**src/rtl/mult_arbiter_pkg.sv**
```systemverilog
// Shared types and constants for the round-robin multiplier arbiter.
package mult_arbiter_pkg;

  typedef enum logic [1:0] {
    ST_IDLE = 2'd0,
    ST_LOAD = 2'd1,
    ST_CALC = 2'd2,
    ST_RESP = 2'd3
  } state_e;

  localparam int MULT_LAT_DEF = 17;
  localparam int OP_W         = 16;
  localparam int PROD_W       = 32;

  // Keeps index ports at least one bit wide when only one requester exists.
  function automatic int id_width(input int n);
    return (n > 1) ? $clog2(n) : 1;
  endfunction

endpackage

```
**src/rtl/mult_arbiter_if.sv**
```systemverilog
// Request/response bundle between the requesters (master) and the arbiter (slave).
interface mult_arbiter_if
  import mult_arbiter_pkg::*;
#(
  parameter int N_REQ = 4
);
  localparam int ID_W = id_width(N_REQ);

  logic [N_REQ-1:0]      req_valid;
  logic [OP_W*N_REQ-1:0] req_opa;
  logic [OP_W*N_REQ-1:0] req_opb;
  logic [N_REQ-1:0]      req_ready;
  logic                  rsp_valid;
  logic [ID_W-1:0]       rsp_id;
  logic [PROD_W-1:0]     rsp_data;
  logic                  rsp_ready;
  logic                  busy;

  modport master (
    output req_valid, req_opa, req_opb, rsp_ready,
    input  req_ready, rsp_valid, rsp_id, rsp_data, busy
  );

  modport slave (
    input  req_valid, req_opa, req_opb, rsp_ready,
    output req_ready, rsp_valid, rsp_id, rsp_data, busy
  );
endinterface

```
**src/rtl/mult_arbiter_bit16_mult.sv**
```systemverilog
// Shift-add 16x16 unsigned multiplier: bit 0 is folded in at load, the other
// 15 bits take one cycle each, so mult_out is final 16 cycles after op_ld.
module bit16_mult
  import mult_arbiter_pkg::*;
(
  input  logic              clk,
  input  logic              srst,
  input  logic              arst_n,
  input  logic              op_ld,
  input  logic [OP_W-1:0]   opa,
  input  logic [OP_W-1:0]   opb,
  output logic [PROD_W-1:0] mult_out
);
  logic [PROD_W-1:0] acc_q;
  logic [PROD_W-1:0] mcand_q;
  logic [OP_W-1:0]   mplier_q;

  always_ff @(posedge clk or negedge arst_n) begin
    if (!arst_n) begin
      acc_q    <= '0;
      mcand_q  <= '0;
      mplier_q <= '0;
    end else if (srst) begin
      acc_q    <= '0;
      mcand_q  <= '0;
      mplier_q <= '0;
    end else if (op_ld) begin
      acc_q    <= opb[0] ? PROD_W'(opa) : '0;
      mcand_q  <= PROD_W'(opa) << 1;
      mplier_q <= opb >> 1;
    end else begin
      // Once the multiplier bits are exhausted no further adds happen.
      if (mplier_q[0]) acc_q <= acc_q + mcand_q;
      mcand_q  <= mcand_q << 1;
      mplier_q <= mplier_q >> 1;
    end
  end

  assign mult_out = acc_q;
endmodule

```
**src/rtl/mult_arbiter.sv**
```systemverilog
// Round-robin arbiter sharing one shift-add multiplier among N_REQ requesters;
// one operation in flight, response held until rsp_ready.
module mult_arbiter
  import mult_arbiter_pkg::*;
#(
  parameter int N_REQ    = 4,
  parameter int MULT_LAT = MULT_LAT_DEF
) (
  input  logic           clk,
  input  logic           srst,
  mult_arbiter_if.slave  bus
);
  localparam int ID_W  = id_width(N_REQ);
  localparam int CNT_W = $clog2(MULT_LAT);
  localparam logic [CNT_W-1:0] CNT_LAST = CNT_W'(MULT_LAT - 2);

  state_e             state_q;
  logic [ID_W-1:0]    ptr_q;
  logic [ID_W-1:0]    id_q;
  logic [OP_W-1:0]    opa_q;
  logic [OP_W-1:0]    opb_q;
  logic [CNT_W-1:0]   cnt_q;
  logic [N_REQ-1:0]   req_ready_q;
  logic [PROD_W-1:0]  rsp_data_q;
  logic [PROD_W-1:0]  mult_out;
  logic               mult_ld;
  logic [ID_W-1:0]    pick;

  logic [OP_W-1:0] opa_arr [N_REQ];
  logic [OP_W-1:0] opb_arr [N_REQ];

  genvar gi;
  for (gi = 0; gi < N_REQ; gi++) begin : g_unpack
    assign opa_arr[gi] = bus.req_opa[gi*OP_W +: OP_W];
    assign opb_arr[gi] = bus.req_opb[gi*OP_W +: OP_W];
  end

  // First valid requester at or after the pointer, wrapping around.
  function automatic logic [ID_W-1:0] rr_pick(input logic [N_REQ-1:0] v,
                                              input logic [ID_W-1:0]  p);
    logic [ID_W-1:0] res;
    logic            found;
    int              idx;
    res   = '0;
    found = 1'b0;
    for (int off = 0; off < N_REQ; off++) begin
      idx = (int'(p) + off) % N_REQ;
      if (!found && v[idx]) begin
        res   = ID_W'(idx);
        found = 1'b1;
      end
    end
    return res;
  endfunction

  assign pick = rr_pick(bus.req_valid, ptr_q);

  always_ff @(posedge clk) begin
    if (srst) begin
      state_q     <= ST_IDLE;
      ptr_q       <= '0;
      id_q        <= '0;
      opa_q       <= '0;
      opb_q       <= '0;
      cnt_q       <= '0;
      req_ready_q <= '0;
      rsp_data_q  <= '0;
    end else begin
      req_ready_q <= '0;
      case (state_q)
        ST_IDLE: begin
          if (|bus.req_valid) begin
            id_q        <= pick;
            opa_q       <= opa_arr[pick];
            opb_q       <= opb_arr[pick];
            req_ready_q <= N_REQ'(1) << pick;
            ptr_q       <= (pick == ID_W'(N_REQ - 1)) ? '0 : pick + 1'b1;
            state_q     <= ST_LOAD;
          end
        end
        ST_LOAD: begin
          cnt_q   <= '0;
          state_q <= ST_CALC;
        end
        ST_CALC: begin
          // Capture on the last CALC cycle so rsp_valid lands MULT_LAT after op_ld.
          if (cnt_q == CNT_LAST) begin
            rsp_data_q <= mult_out;
            state_q    <= ST_RESP;
          end else begin
            cnt_q <= cnt_q + 1'b1;
          end
        end
        ST_RESP: begin
          if (bus.rsp_ready) state_q <= ST_IDLE;
        end
        default: state_q <= ST_IDLE;
      endcase
    end
  end

  assign mult_ld = (state_q == ST_LOAD);

  bit16_mult u_mult (
    .clk      (clk),
    .srst     (srst),
    .arst_n   (1'b1),
    .op_ld    (mult_ld),
    .opa      (opa_q),
    .opb      (opb_q),
    .mult_out (mult_out)
  );

  assign bus.req_ready = req_ready_q;
  assign bus.rsp_valid = (state_q == ST_RESP);
  assign bus.rsp_id    = id_q;
  assign bus.rsp_data  = rsp_data_q;
  assign bus.busy      = (state_q != ST_IDLE);
endmodule

```
**src/flat_wrapper.sv**
```systemverilog
// flat-port wrapper written by rule: the top's interface ports become plain ports
module mult_arbiter_flat import mult_arbiter_pkg::*;
#(
  parameter int N_REQ    = 4,
  parameter int MULT_LAT = MULT_LAT_DEF
)
  (clk, srst, bus_req_valid, bus_req_opa, bus_req_opb, bus_rsp_ready, bus_req_ready, bus_rsp_valid, bus_rsp_id, bus_rsp_data, bus_busy);
  mult_arbiter_if #(.N_REQ(N_REQ)) bus_i ();
  input  logic clk;
  input  logic srst;
  input wire logic [$bits(bus_i.req_valid)-1:0] bus_req_valid;
  input wire logic [$bits(bus_i.req_opa)-1:0] bus_req_opa;
  input wire logic [$bits(bus_i.req_opb)-1:0] bus_req_opb;
  input wire logic [$bits(bus_i.rsp_ready)-1:0] bus_rsp_ready;
  output wire logic [$bits(bus_i.req_ready)-1:0] bus_req_ready;
  output wire logic [$bits(bus_i.rsp_valid)-1:0] bus_rsp_valid;
  output wire logic [$bits(bus_i.rsp_id)-1:0] bus_rsp_id;
  output wire logic [$bits(bus_i.rsp_data)-1:0] bus_rsp_data;
  output wire logic [$bits(bus_i.busy)-1:0] bus_busy;
  assign bus_i.req_valid = bus_req_valid;
  assign bus_i.req_opa = bus_req_opa;
  assign bus_i.req_opb = bus_req_opb;
  assign bus_i.rsp_ready = bus_rsp_ready;
  assign bus_req_ready = bus_i.req_ready;
  assign bus_rsp_valid = bus_i.rsp_valid;
  assign bus_rsp_id = bus_i.rsp_id;
  assign bus_rsp_data = bus_i.rsp_data;
  assign bus_busy = bus_i.busy;
  mult_arbiter #(.N_REQ(N_REQ), .MULT_LAT(MULT_LAT)) u_core (.clk(clk), .srst(srst), .bus(bus_i));
endmodule
```
**config.mk**
```make
export PLATFORM = sky130hd
export DESIGN_NAME = mult_arbiter_flat
export DESIGN_NICKNAME = d
export VERILOG_FILES = /design/src/rtl/mult_arbiter_pkg.sv /design/src/rtl/mult_arbiter_if.sv /design/src/rtl/mult_arbiter_bit16_mult.sv /design/src/rtl/mult_arbiter.sv /design/src/flat_wrapper.sv
export SDC_FILE = /design/constraint.sdc
export NUM_CORES = 1
export LEC_CHECK = 0
export BUFFER_PORTS_ARGS = -buffer_cell sky130_fd_sc_hd__buf_2
export CELL_PAD_IN_SITES_DETAIL_PLACEMENT = 0
export CELL_PAD_IN_SITES_GLOBAL_PLACEMENT = 1
export CORE_MARGIN = 1.5
export CORE_UTILIZATION = 36
export DETAILED_ROUTE_END_ITERATION = 7
export PLACE_DENSITY_LB_ADDON = 0.08
export SLEW_MARGIN = 20
export SYNTH_ARGS = -nofsm -noshare
export SYNTH_HDL_FRONTEND = slang
export SYNTH_SLANG_ARGS = --single-unit
```
**constraint.sdc**
```tcl
create_clock -name clk -period 2.7 [get_ports clk]
set_clock_uncertainty 0.05 [all_clocks]
set_input_delay 0.54 -clock clk [delete_from_list [all_inputs] [get_ports clk]]
set_output_delay 0.54 -clock clk [all_outputs]
set_load 0.02 [all_outputs]
```
==> results.txt, run 1 <==
outcome = finished clean
first-pass GRT wire length = 37.9 mm
Main synth FF type = dfxtp_1
final hold vios = 0
final antenna-violating net count = 0
all-layer global routing usage = 0.198
Die H = 153 microns
Synth Register Bits = 157
Post-synth EDFFs = 0
cell row count = 54
count leader, synth = nand2_1
top achievable clock speed = 378 MHz
post-route insts no fill = 1,493
CORE AREA = 21,900 sq um
Syn Nets = 1,210
final instance area = 10,100 sq um
DRT Wirelength = 22.9 mm
WP data required = 3.00 ns
async set-reset flop share out of synthesis = 0
largest net degree at the start of global routing = 76
CP Capture Type = register
count of TritonRoute iterations in the first routing pass = 4
Period Utilization, post-route = 0.981
remaining global-route overflow = 0
leakage = 4.52 nW
top-area cell type share of the netlist area = 0.389
initial antenna violation count = 0
drt first-iter violations = 378
CP Class = reg2reg
TritonCTS clock tree = done
Sequential Area = 3150 sq um
final-layout fill cell count = 2,247
number of diodes = 0
slack of the critical path = 0.0526 ns
CP startpoint kind = register
clock latency on the worst-skew pair = 0.43 ns
Peak VDD IR = 0.352 mV
Area growth, synth to finish = 25.5%
RD Place Congestion = 0.808
# DRC = 0
Avg WL per Cell = 15.4 microns
Avg Cell Area, Syn = 7.79 sq um
P per Cell Area = 811 nW/um^2
cell taking the most area after synthesis = dfxtp_1
vias in the first global route = 7,538
max incr delay on CP = 0.34 ns
final setup vio count = 0
# hold bufs at CTS = 0
H-tree depth = 4
post-DP HPWL = 16.3 mm
DP Area = 9380 sq um
min Tclk post-route = 2.65 ns
Critical-path top delay cell = dfxtp_2
top post-synthesis cells by area = dfxtp_1 39%, nand2_1 10%, a21oi_1 6.3%
PortBufs = 174
Multi-input gate area = 4670 sq um
Hold WC Path Type = reg2reg
synth warn = 0
max_slew headroom = 0.652
most used cell, CP = o31a_1
register clock-pin slew on the reported worst setup and hold paths = 0.06 ns
total CTS buffers = 17
worst-path cell chain = ha_4, inv_2, fa_2, and2b_1, o31a_1, o21ba_4, o2111ai_4, a21boi_4, buf_4, o21ai_4, a21oi_2, o31a_1, nor3_2
placed insts = 1,458
critical path's top delay family = compound AO/OA/AOI/OAI gates
die width = 153 microns
CTS sink count = 157
post-synthesis sequential area ratio = 0.389
CP Buf/Inv Count = 2
I/O Pins = 175
Starting Density = 0.369
Max Cap Viol = 0
clk buf depth = 2
WP data arrival = 2.95 ns
die area = 23,300 sq um
post-place setup slack = -0.0574 ns
routed vias = 7,656
mapped cell area = 8070 sq um
layout cells sized above 1 = 0.225
vias per cell = 5.13
clock root cell = clkbuf_16
RSZ-0062 raised after global routing = yes
crit-path max FO = 3
Slew Viols, Final = 0
Yosys cell types = 59
Synth Instances = 1,036
FF-to-FF setup slack = 0.05 ns
commonest cells in the netlist = 221 x nand2_1, 157 x dfxtp_1, 123 x nor2_1
Final #Nets = 1,374
actual slew at the worst max-slew pin = 0.522 ns
flip-flops by register name (all words and copies together) (netlist names):
name,count
u_core.bus.req_ready,4
u_core.bus.rsp_data,32
u_core.bus.rsp_id,2
u_core.cnt_q,5
u_core.opa_q,16
u_core.opb_q,16
u_core.ptr_q,2
u_core.state_q,2
u_core.u_mult.mcand_q,31
u_core.u_mult.mplier_q,15
u_core.u_mult.mult_out,32
routing by layer:
metal	GRT usage	routed length [microns]	vias to the layer above	share of wire
met5	0	0	-	0
met1	0.264	11200	3515	0.49
met2	0.320	10300	179	0.45
met4	0.0646	370	0	0.016
li1	-	-	3940	-
met3	0.0404	1060	22	0.046
layout make-up:
| cell class | count | area share |
|---|---|---|
| clock inverters | 12 | 0.0180 |
| multi-input cells | 788 | 0.462 |
| clock buffers | 20 | 0.0451 |
| repair buffers | 213 | 0.122 |
| inverters | 23 | 0.00852 |
| flip-flops and latches | 157 | 0.311 |
| well taps | 280 | 0.0346 |
what timing repair did:
action / 4_1_cts / 5_1_grt
buffers inserted: 2 / 1
setup endpoints to repair: 6 / 7
pin swaps: 10 / 10
gates cloned: 0 / 0
resized for setup: 8 / 11
cell usage in the layout, fill, tap and decap left out, types with 7 or more instances in the layout:
| cell | netlist | final |
|---|---|---|
| a21oi_1 | 101 | 100 |
| nor3_1 | 12 | 11 |
| xnor2_1 | 9 | 9 |
| buf_2 | 2 | 173 |
| buf_4 | 0 | 34 |
| inv_1 | 21 | 20 |
| nand2_1 | 221 | 220 |
| and2_1 | 19 | 19 |
| ha_1 | 38 | 36 |
| and3_1 | 36 | 36 |
| a21o_1 | 11 | 11 |
| nor4_1 | 8 | 7 |
| o21ai_0 | 13 | 13 |
| mux2i_1 | 36 | 36 |
| dfxtp_1 | 157 | 155 |
| xor2_1 | 9 | 9 |
| nor2_1 | 123 | 122 |
| nand3_1 | 15 | 15 |
| a311oi_1 | 35 | 35 |
| a222oi_1 | 8 | 8 |
| clkbuf_16 | 0 | 17 |
cells by family (layout without fill, tap and decap cells):
kind of cell               after synthesis  in the layout  synth area share
adders and majority gates               39             39            0.0614
DFF                                    157            157             0.389
buffers and inverters                   91            268            0.0426
xor gates and xnor gates                18             18            0.0195
AOI/OAI and AO/OA                      232            232             0.191
muxes                                   36             36            0.0446
and+or+nand+nor                        463            463             0.251
worst reg2reg max path, delay by kind of cell, from the launching register on:
| family | cells | cell delay, ns |
|---|---|---|
| compound gates | 7 | 1.35 |
| flops | 1 | 0.34 |
| fa+ha+maj | 2 | 0.34 |
| simple gates | 2 | 0.28 |
| buf+inv | 2 | 0.21 |
report_power, final:
part / internal, mW / switching, mW / total [mW]
clock network: 1.61 / 1.01 / 2.62
registers: 2.70 / 0.289 / 2.99
logic: 1.03 / 1.58 / 2.61
worst paths after layout:
kind | start | endpoint | cells past startpoint
worst max-delay path | u_core.u_mult.mcand_q[1]$_SDFF_PP0_ | u_core.u_mult.mult_out[31]$_SDFFE_PP0P_ | 13
worst min register to register | u_core.bus.rsp_data[6]$_SDFFE_PP0P_ | u_core.bus.rsp_data[6]$_SDFFE_PP0P_ | 2
worst min-delay path | u_core.bus.rsp_data[6]$_SDFFE_PP0P_ | u_core.bus.rsp_data[6]$_SDFFE_PP0P_ | 2
worst max register to register | u_core.u_mult.mcand_q[1]$_SDFF_PP0_ | u_core.u_mult.mult_out[31]$_SDFFE_PP0P_ | 13
stage by stage:
stage / util / hold WS (ns) / setup TNS, ns / power, mW
6_report: 0.463 / 0.400 / 0 / 8.22
3_5_place_dp: 0.429 / 0.393 / -0.0646 / 5.66
4_1_cts: 0.460 / 0.402 / 0 / 8.29
3_3_place_gp: 0.429 / 0.389 / -0.0167 / 5.65
5_1_grt: 0.463 / 0.420 / -0.117 / 8.74
2_1_floorplan: - / 0.382 / 0 / 4.80
Note: power is estimated with default switching activity, not from simulation.
==> inputs of run 2 (changes only) <==
--- a/config.mk
+++ b/config.mk
@@ -5,12 +5,13 @@
 export SDC_FILE = /design/constraint.sdc
 export NUM_CORES = 1
 export LEC_CHECK = 0
-export BUFFER_PORTS_ARGS = -buffer_cell sky130_fd_sc_hd__buf_2
 export CELL_PAD_IN_SITES_DETAIL_PLACEMENT = 0
 export CELL_PAD_IN_SITES_GLOBAL_PLACEMENT = 1
 export CORE_MARGIN = 1.5
-export CORE_UTILIZATION = 36
+export CORE_UTILIZATION = 42
+export CTS_BUF_LIST = sky130_fd_sc_hd__clkbuf_8 sky130_fd_sc_hd__clkbuf_16
 export DETAILED_ROUTE_END_ITERATION = 7
+export DONT_BUFFER_PORTS = 1
 export PLACE_DENSITY_LB_ADDON = 0.08
 export SLEW_MARGIN = 20
 export SYNTH_ARGS = -nofsm -noshare
==> run 2 against run 1 <==
Against the previous run: combinational power fell by 6%; core utilization is 2.1 points higher; sequential share of layout area rose by 3.6 points; critical path depth unchanged.
==> results.txt, run 2 (synthesis gave the netlist of run 1 again) <==
outcome = finished clean
CP Capture Type = register
number of diodes = 0 (unchanged)
Die H = 142 microns (-7.3%)
Final TNS setup = 0 ns (unchanged)
all-layer global routing usage = 0.213 (+0.0155)
RSZ-0062 raised after global routing = yes
H-tree depth = 4 (unchanged)
initial antenna violation count = 0 (unchanged)
CTS sink count = 157 (unchanged)
routed vias = 7,021 (-8.3%)
Peak VDD IR = 0.404 mV (+15%)
# DRC = 0 (unchanged)
die width = 142 microns (-7.3%)
die area = 20,100 sq um (-14%)
largest net degree at the start of global routing = 137 (+80%)
post-place setup slack = -0.0577 ns (-0.000298 ns)
clock network power share = 0.294 (-0.024)
drt first-iter violations = 377 (-0.26%)
clock latency on the worst-skew pair = 0.43 ns (about the same)
CORE AREA = 18,800 sq um (-14%)
Flop pwr share = 0.390 (+0.026)
register clock-pin slew on the reported worst setup and hold paths = 0.06 ns (about the same)
Pint = 4.98 mW (-6.7%)
remaining global-route overflow = 0 (unchanged)
P per Cell Area = 856 nW/um^2 (+5.5%)
vias per cell = 5.52 (+7.7%)
Switching Share = 0.359 (+0.00844)
Critical-path top delay cell = dfxtp_2
I/O Pins = 175 (unchanged)
final antenna-violating net count = 0 (unchanged)
Max Cap Viol = 0 (unchanged)
vias in the first global route = 6,713 (-11%)
clk buf depth = 2 (unchanged)
max_slew headroom = 0.640 (-0.0122)
leakage = 3.71 nW (-18%)
most used cell, CP = o31a_1
post-DP HPWL = 14.8 mm (-9.6%)
most frequent cells in the layout = 220 x nand2_1, 155 x dfxtp_1, 123 x nor2_1
CP Depth = 13 (unchanged)
Avg WL per Cell = 16.6 microns (+8.0%)
total CTS buffers = 17 (unchanged)
Hold WC Path Type = in2reg
Slew Viols, Final = 0 (unchanged)
WP data arrival = 2.98 ns (+0.03 ns)
leading cell type in the layout, fill and taps excluded = nand2_1
first-pass GRT wire length = 34.3 mm (-9.5%)
final hold vios = 0 (unchanged)
Area growth, synth to finish = 12.4%
PortBufs = 0 (-100%)
CP startpoint kind = register
TritonCTS clock tree = done
Gate power share = 0.317 (about the same)
WP data required = 3.01 ns (about the same)
Pwr Total = 7.77 mW (-5.5%)
final core utilization = 0.483 (+0.0208)
hold_ws = 0.127 ns (-0.273 ns)
Starting Density = 0.430 (+0.0614)
CP Class = reg2reg
Net Switching = 2.79 mW (-3.2%)
actual slew at the worst max-slew pin = 0.540 ns (+0.0183 ns)
hold path depth = 1 (-1)
cell row count = 50 (-7.4%)
layout cells sized above 1 = 0.0916 (-0.133)
min Tclk post-route = 2.66 ns (+0.0168 ns)
worst-path cell chain = ha_4, inv_2, fa_2, and2b_1, o31a_1, o21ba_4, o2111ai_4, a21boi_4, buf_4, o21ai_4, a21oi_2, o31a_1, nor3_2
DP Area = 8430 sq um (-10%)
Period Utilization, post-route = 0.987 (+0.00623)
slack of the critical path = 0.0357 ns (-0.0168 ns)
crit-path max FO = 4 (+1)
post-route insts no fill = 1,271 (-15%)
final setup vio count = 0 (unchanged)
reg2reg path depth = 13 (unchanged)
critical path's top delay family = compound AO/OA/AOI/OAI gates
CP Buf/Inv Count = 2 (unchanged)
RD Place Congestion = 0.809 (+0.20%)
Final #Nets = 1,198 (-13%)
top achievable clock speed = 375 MHz (-0.63%)
DRT Wirelength = 21.1 mm (-8.1%)
placed insts = 1,237 (-15%)
final-layout fill cell count = 1,925 (-14%)
final instance area = 9070 sq um (-10%)
count of TritonRoute iterations in the first routing pass = 5 (+1)
clock root cell = clkbuf_16
max incr delay on CP = 0.33 ns (about the same)
[run 2: final cells by class]
type / count / area, sq um / area share
inverters: 23 / 86.3 / 0.00951
clock buffers: 18 / 439 / 0.0484
repair buffers: 37 / 328 / 0.0361
multi-input cells: 788 / 4660 / 0.514
flip-flops and latches: 157 / 3150 / 0.347
clock inverters: 14 / 119 / 0.0131
well taps: 234 / 293 / 0.0323
[run 2: repair_timing]
action,in CTS,in global routing
pin swaps,8,6
buffers inserted,2,1
hold buffers,0,0
setup endpoints to repair,3,10
resized for setup,7,8
[run 2: worst reg2reg max path: stages, from the launching register on]
cell       delay [ns]
dfxtp_2          0.33
ha_4             0.16
inv_2            0.05
fa_2             0.18
and2b_1          0.19
o31a_1           0.27
o21ba_4          0.22
o2111ai_4        0.23
a21boi_4         0.11
buf_4            0.16
o21ai_4          0.14
a21oi_2          0.09
o31a_1           0.32
nor3_2           0.10
[run 2: power by group through the flow]
stage | clock network [mW] | logic, mW | registers (mW)
floorplan | 0 | 1.84 | 2.96
global placement | 0 | 2.47 | 3.07
detailed placement | 0 | 2.48 | 3.08
CTS | 2.35 | 2.49 | 3.03
global route | 2.45 | 2.76 | 3.08
finish | 2.28 | 2.46 | 3.03
[run 2: final timing paths]
check                                       start                                       to  slack [ns]
max reg2reg   u_core.u_mult.mcand_q[1]$_SDFF_PP0_  u_core.u_mult.mult_out[31]$_SDFFE_PP0P_        0.04
min reg2reg  u_core.u_mult.mplier_q[2]$_SDFF_PP0_     u_core.u_mult.mplier_q[1]$_SDFF_PP0_        0.41
max           u_core.u_mult.mcand_q[1]$_SDFF_PP0_  u_core.u_mult.mult_out[31]$_SDFFE_PP0P_        0.04
min                                          srst     u_core.bus.rsp_data[22]$_SDFFE_PP0P_        0.13
[run 2: layer usage]
metal	routed length, microns	vias up	global-route usage	share of wire
met2	9790	190	0.354	0.46
met3	937	19	0.0324	0.044
met4	276	0	0.0689	0.013
met1	10100	3213	0.285	0.48
met5	0	-	0	0
li1	-	3599	-	-
